**src/rtl/cpu_wb_pkg.sv**
```systemverilog
// cpu_wb_pkg: shared types and constants for the CPU-to-Wishbone master.
package cpu_wb_pkg;
    typedef enum logic [1:0] {IDLE, BUS, RELEASE} state_t;
    localparam logic [31:0] ERR_DATA    = 32'hDEADBEEF;
    localparam logic [3:0]  SEL_DEFAULT = 4'hF;
    localparam int          ERR_CNT_W   = 8;
endpackage

```
**src/rtl/cpu_wb_timeout.sv**
```systemverilog
// cpu_wb_timeout: counts bus cycles and flags expiry in the TIMEOUT-th cycle.
module cpu_wb_timeout #(
    parameter int TIMEOUT = 255
) (
    input  logic clk,
    input  logic rst,
    input  logic enable,
    input  logic clear,
    output logic expired
);
    localparam int CW = $clog2(TIMEOUT + 1);
    logic [CW-1:0] cnt;
    // expired is raised during the last allowed cycle so the abort lands on its closing edge
    assign expired = enable && (cnt == CW'(TIMEOUT - 1));
    always_ff @(posedge clk or posedge rst)
        if (rst) cnt <= '0;
        else if (clear) cnt <= '0;
        else if (enable && !expired) cnt <= cnt + 1'b1;
endmodule

```
**src/rtl/cpu_wb_master.sv**
```systemverilog
// cpu_wb_master: single-transfer CPU request to classic Wishbone master.
// Optional bus timeout abort compiled in with CPU_WB_TIMEOUT_EN.
import cpu_wb_pkg::*;

module cpu_wb_master #(
    parameter int dw      = 32,
    parameter int aw      = 32,
    parameter int TIMEOUT = 255
) (
    input  logic                 clk,
    input  logic                 rst,
    input  logic [aw-1:0]        cpu_address,
    input  logic                 cpu_start,
    input  logic [3:0]           cpu_selection,
    input  logic                 cpu_write,
    input  logic [dw-1:0]        cpu_data_wr,
    output logic [dw-1:0]        cpu_data_rd,
    output logic                 cpu_active,
    output logic [aw-1:0]        wb_adr_o,
    output logic [dw-1:0]        wb_dat_o,
    input  logic [dw-1:0]        wb_dat_i,
    output logic [3:0]           wb_sel_o,
    output logic                 wb_we_o,
    output logic                 wb_cyc_o,
    output logic                 wb_stb_o,
    input  logic                 wb_ack_i,
    input  logic                 wb_err_i,
    output logic                 bus_error,
    output logic [ERR_CNT_W-1:0] error_count
);
    state_t state, state_n;
    logic start_bus, term, err_term, expired, release_done;

`ifdef CPU_WB_TIMEOUT_EN
    cpu_wb_timeout #(.TIMEOUT(TIMEOUT)) u_timeout (
        .clk     (clk),
        .rst     (rst),
        .enable  (state == BUS),
        .clear   (start_bus),
        .expired (expired)
    );
`else
    assign expired = 1'b0;
`endif

    always_comb begin
        start_bus    = (state == IDLE) && cpu_start;
        err_term     = (state == BUS) && (wb_err_i || expired);
        term         = (state == BUS) && (wb_ack_i || wb_err_i || expired);
        release_done = (state == RELEASE) && !cpu_start;
        state_n      = start_bus    ? BUS :
                       term         ? (cpu_start ? RELEASE : IDLE) :
                       release_done ? IDLE : state;
    end

    always_ff @(posedge clk or posedge rst)
        if (rst) state <= IDLE;
        else state <= state_n;

    always_ff @(posedge clk or posedge rst)
        if (rst) begin
            cpu_active  <= 1'b0;
            wb_cyc_o    <= 1'b0;
            wb_stb_o    <= 1'b0;
            wb_we_o     <= 1'b0;
            bus_error   <= 1'b0;
            wb_adr_o    <= '0;
            wb_dat_o    <= '0;
            wb_sel_o    <= 4'h0;
            cpu_data_rd <= '0;
            error_count <= '0;
        end else begin
            bus_error <= err_term;
            if (start_bus) begin
                wb_adr_o   <= cpu_address;
                wb_dat_o   <= cpu_data_wr;
                wb_sel_o   <= (cpu_selection == 4'h0) ? SEL_DEFAULT : cpu_selection;
                wb_we_o    <= cpu_write;
                wb_cyc_o   <= 1'b1;
                wb_stb_o   <= 1'b1;
                cpu_active <= 1'b1;
            end
            if (term) begin
                wb_cyc_o   <= 1'b0;
                wb_stb_o   <= 1'b0;
                cpu_active <= cpu_start;
                if (!wb_we_o) cpu_data_rd <= err_term ? dw'(ERR_DATA) : wb_dat_i;
            end
            if (release_done) cpu_active <= 1'b0;
            if (err_term && error_count != '1) error_count <= error_count + 1'b1;
        end
endmodule

```
**config.mk**
```make
export PLATFORM = sky130hd
export DESIGN_NAME = cpu_wb_master
export DESIGN_NICKNAME = d
export VERILOG_FILES = /design/src/rtl/cpu_wb_pkg.sv /design/src/rtl/cpu_wb_timeout.sv /design/src/rtl/cpu_wb_master.sv
export SDC_FILE = /design/constraint.sdc
export NUM_CORES = 1
export LEC_CHECK = 0
export BUFFER_PORTS_ARGS = -buffer_cell sky130_fd_sc_hd__buf_2
export CAP_MARGIN = 15
export CORE_MARGIN = 5
export CORE_UTILIZATION = 43
export CTS_BUF_LIST = sky130_fd_sc_hd__clkbuf_4 sky130_fd_sc_hd__clkbuf_8
export DETAILED_ROUTE_END_ITERATION = 8
export MAX_ROUTING_LAYER = met4
export PLACE_DENSITY = 0.83
export SLEW_MARGIN = 20
export SYNTH_ARGS = -nofsm -noshare
export SYNTH_HDL_FRONTEND = slang
export SYNTH_HIERARCHICAL = 1
export SYNTH_SLANG_ARGS = --single-unit
```
**constraint.sdc**
```tcl
create_clock -name clk -period 3 [get_ports clk]
set_input_delay 0.15 -clock clk [delete_from_list [all_inputs] [get_ports clk]]
set_output_delay 0.15 -clock clk [all_outputs]
set_load 0.03 [all_outputs]
```
* Word-level counts from Yosys, hierarchy flattened
Cells that the tools add are included.
** Word-level totals
- Output and inout port bits :: 113
- Bits of input ports :: 106
- Logic and storage cells :: 37
- Flip-flop bits (word level) :: 114
** Operators by class
- Bitwise operators :: 1
- Add/sub/neg operators :: 1
- Equality and inequality tests :: 3
- Mux-type cells :: 10
- Reduce and logical (&&, ||, !) cells :: 12
** Operators with widths (number)
- 32-bit two-way mux :: 1
- 8-bit by 1-bit adder with 8-bit output, second input constant :: 1
- 2-bit two-way mux :: 4
- 8-bit inequality test, second input constant :: 1
- 1-bit logical AND :: 5
- 4-bit zero test :: 1
- 1-bit two-way mux :: 4
- 4-bit two-way mux :: 1
- 3-bit nonzero test :: 1
- 2-bit by 1-bit == test with 1-bit output, second input constant :: 1
- 2-bit == test, second input constant :: 1
- 2-bit zero test :: 1
- 2-bit AND reduction :: 1
- 2-bit nonzero test :: 1
- 1-bit zero test :: 1
- 1-bit logical OR :: 1
- 1-bit inverter :: 1

* Longest topological paths before layout
- Word-level depth :: 5
- Depth in mapped cells :: 7
- Gate-level depth less buffers :: 5

* Least setup slack after synthesis
Ideal clock, no wire load.
- Kind :: register to register
- Start :: register error_count[0]
- End :: register error_count[1]
- Stages on the path, launching flop included :: 5
- Required time :: 2.875 ns
- Path slack :: 1.329 ns
- Arrival time :: 1.546 ns
- Period minus slack after synthesis :: 1.671 ns
- Cell sequence :: dfrtp_1 > ha_1 > nand2_1 > o31ai_2 > mux2_2
** Between the ends
- Cells in the longest elaborated chain, start to end :: 2
- Elaborated cells on any way between the ends :: 3
- Those cells by class :: add/sub (1); eq/ne (1); reduce/logical (1)
** RTL lines
- start: declaration :: line cpu_wb_master.sv:29 : output logic [ERR_CNT_W-1:0] error_count
- start signal: assignment :: line cpu_wb_master.sv:90 : if (err_term && error_count != '1) error_count <= error_count + 1'b1;
- parallel branches: the longest is 2 deep, another holds 8-bit by 1-bit adder with 8-bit output
Several ways; the timed one is not identified.
A chain may end at the register's enable or synchronous reset.

* Final worst setup path
- Start :: register state[0]
- End :: register wb_dat_o[16]
** Between the ends
- Cells in the longest elaborated chain, start to end :: 2
** RTL lines
- start: declaration :: line cpu_wb_master.sv:31 : state_t state, state_n;
- start signal: assignment :: line cpu_wb_master.sv:58 : else state <= state_n;
- 2-bit zero test :: line cpu_wb_master.sv:47 : start_bus = (state == IDLE) && cpu_start;
- 1-bit logical AND :: line cpu_wb_master.sv:47
- end signal: assignment :: line cpu_wb_master.sv:76 : wb_dat_o <= cpu_data_wr;
- end: declaration :: line cpu_wb_master.sv:20 : output logic [dw-1:0] wb_dat_o,
Every way passes these cells.

==> impl_metrics.yaml <==
run_status:
  status: "complete, no violations"
yosys:
  synth_top_area_share_pct: 63.2
  synthArstFlopShare_pct: 100
  ys_ff_latch: 114
  syn_inst: 360
  ys_top_cells_by_area: "dfrtp_1 (63%), mux2_2 (16%), nand2_1 (5.6%)"
  syn_avg_cell_area_um2: 12.5
  yosys_warnings: 6
  syn_area_um2: 4510
  synth_most_common_cell: "dfrtp_1"
  ys_types: 35
  yosys_most_used_dff: "dfrtp_1"
  synth_largest_area_cell: "dfrtp_1"
  synth_edf_count: 0
  synth_seq_area_share_pct: 63.2
  syn_nets: 467
  synthTopCellsByCount: "dfrtp_1 (114), nand2_1 (67), mux2_2 (66)"
power:
  ir_worst_vdd_v: 0.000712
  pwr_density_cell_nw_per_um2: 1140
  leakagePower_nw: 3.55
clock_network:
  insertion_delay_ns: 0.41
  cts_resized: 0
  post_cts_buffers: 0
  clockRootBuffer: "clkbuf_8"
  cts_tree: "built"
  cts_buffer_depth: 2
  htree_levels: 4
  cts.sinks: 114
  cts_made_buffers: 17
  clk_transition_reported_paths_ns: 0.07
sta:
  maxSlewViolCount: 0
  finClkSkew_ns: 0.0136
  fmax_ghz: 0.523
  setup_tns_ns: 0
  post-route-period-util_pct: 63.7
  final-setup-viol-count: 0
  finalCriticalPeriod_ns: 1.91
  rsz0062_at_grt: "false"
  hold_viol: 0
  tightest_slew_ns: 1.05
  timing.slew.headroom_pct: 29.7
setup_path:
  cp_max_fo: 67
  arrival_ns: 2.20
  start_kind: "flop"
  critical_path.startpoint: "state[0]$_DFFE_PP0P_"
  path_class: "flop to flop"
  r2r_slack_ns: 1.09
  regToRegStartpoint: "state[0]$_DFFE_PP0P_"
  end_kind: "flop"
  worstPathRequired_ns: 3.29
  worstReg2RegEnd: "wb_dat_o[16]$_DFFE_PP0P_"
  reg2reg_depth: 3
placed_design:
  dp_hpwl_um: 8210
  io_buffer_count: 218
  routabilityCongestion: 0.867
  place_inst: 698
worst_hold_path:
  hp-class: "primary input to flop"
  whs_path_depth: 3
  hp-start: "cpu_selection[0]"
  worst_hold_path.endpoint: "wb_sel_o[0]$_DFFE_PP0P_"
final_layout:
  final_nets: 786
  drive_gt1_share_pct: 47.3
  fin_cells: 829
  fillers: 707
  syn_to_final_growth_pct: 57.2
routing:
  remaining_drc_errors: 0
  drt_iter0_drc: 231
  drt-pass1-iter-count: 4
  wire_per_inst_um: 16.5
  detail_route.vias_per_cell: 4.87
  vias: 4036
  wirelength_um: 13600
  antenna_left: 0
global_routing:
  grt_pass1_vias: 4378
  antenna_found_initial: 1
  grt_usage_pct: 22.5
  grt_overflow: 0
  grt_max_degree: 68
  grt_pass1_wl_um: 22000
die:
  die_h_um: 112
  dieArea_um2: 12600
  core_um2: 10300
  io_pins: 219
  die_w_um: 112
  start_util_pct: 43.9
  rows: 37
run:
  drv_cap: 0
per-layer routing:
| layer | global-route usage [%] | share of wire (%) |
|---|---|---|
| met2 | 37.9 | 51 |
| met3 | 6.85 | 6.9 |
| met1 | 25.0 | 39 |
| met4 | 8.89 | 2.5 |
| met5 | - | 0 |
report_power, final:
part           internal (W)  total [W]  switching [W]
clock network      0.000901    0.00150       0.000599
registers           0.00229    0.00278       0.000485
logic               0.00130    0.00382        0.00252
total               0.00450    0.00810        0.00360
final cells by class:
cell class / instances / area, um^2 / area share [%]
inverter: 3 / 15.0 / 0.212
timing repair buffer: 321 / 2120 / 29.9
clock inverter: 10 / 131 / 1.85
tap: 136 / 170 / 2.40
antenna: 1 / 2.50 / 0.0353
sequential: 114 / 2850 / 40.2
multi-input combinational: 222 / 1510 / 21.3
clock buffer: 22 / 290 / 4.09
registers in the layout, summed over array words and instances, names as in the netlist:
register,count
state,2
wb_we_o,1
wb_sel_o,4
cpu_data_rd,32
error_count,8
wb_dat_o,32
bus_error,1
wb_stb_o,1
wb_adr_o,32
cpu_active,1
worst max-delay path, stage by stage, from the launching register on:
cell and delay (ns):
dfrtp_1 0.49, nor3b_4 0.50, buf_12 0.38, mux2_2 0.39
cell families (layout without fill, tap and decap cells):
kind of cell	after synthesis	in the layout	synth area share (%)
mux	66	66	16.5
flops	114	114	63.2
buf+inv	24	356	3.44
other cells	0	1	0
simple gates	105	105	10.1
fa+ha+maj	1	1	0.277
compound gates	47	47	5.88
xor+xnor	3	3	0.582
how the worst max path moves through the flow:
stage	end	slack, ns	depth (start not counted)
floorplan	error_count[1]$_DFFE_PP0P_	1.33	4
global placement	wb_adr_o[8]$_DFFE_PP0P_	1.16	3
detailed placement	wb_dat_o[16]$_DFFE_PP0P_	1.09	3
CTS	wb_dat_o[16]$_DFFE_PP0P_	1.08	3
global route	cpu_data_rd[22]$_DFFE_PP0P_	0.98	4
finish	wb_dat_o[16]$_DFFE_PP0P_	1.09	3
layout by cell type, fill, tap and decap left out, drive strengths merged, types with 2 or more instances in the layout:
| cell | count |
|---|---|
| a21oi | 8 |
| nand3 | 10 |
| clkbuf | 22 |
| and3 | 2 |
| xor2 | 2 |
| buf | 223 |
| inv | 2 |
| bufinv | 3 |
| or3 | 2 |
| dlygate4sd3 | 98 |
| mux2 | 66 |
| a31oi | 3 |
| o21ai | 30 |
| nand2b | 2 |
| dfrtp | 114 |
| o31ai | 2 |
| clkinvlp | 2 |
| nor2 | 13 |
| nor3 | 6 |
| nand2 | 67 |
| clkinv | 6 |
repair_timing:
item                                    4_1_cts  5_1_grt
endpoints found under the setup margin        0        0
hold endpoints to repair                    145        0
hold buffers                                 98        0
metrics by stage:
stage,util (%),instance area (um^2),total power (W),worst slack (ns),hold WS [ns]
after floorplan,-,4520,0.00536,1.33,0.283
after global placement,55.4,5690,0.00634,1.16,0.354
after detailed placement,55.4,5690,0.00648,1.09,0.365
after CTS,69.0,7090,0.00809,1.08,0.0346
after global routing,69.0,7090,0.00855,0.983,0.0603
final,69.0,7090,0.00810,1.09,0.0629
No activity file was read; power rests on OpenSTA's default activity.
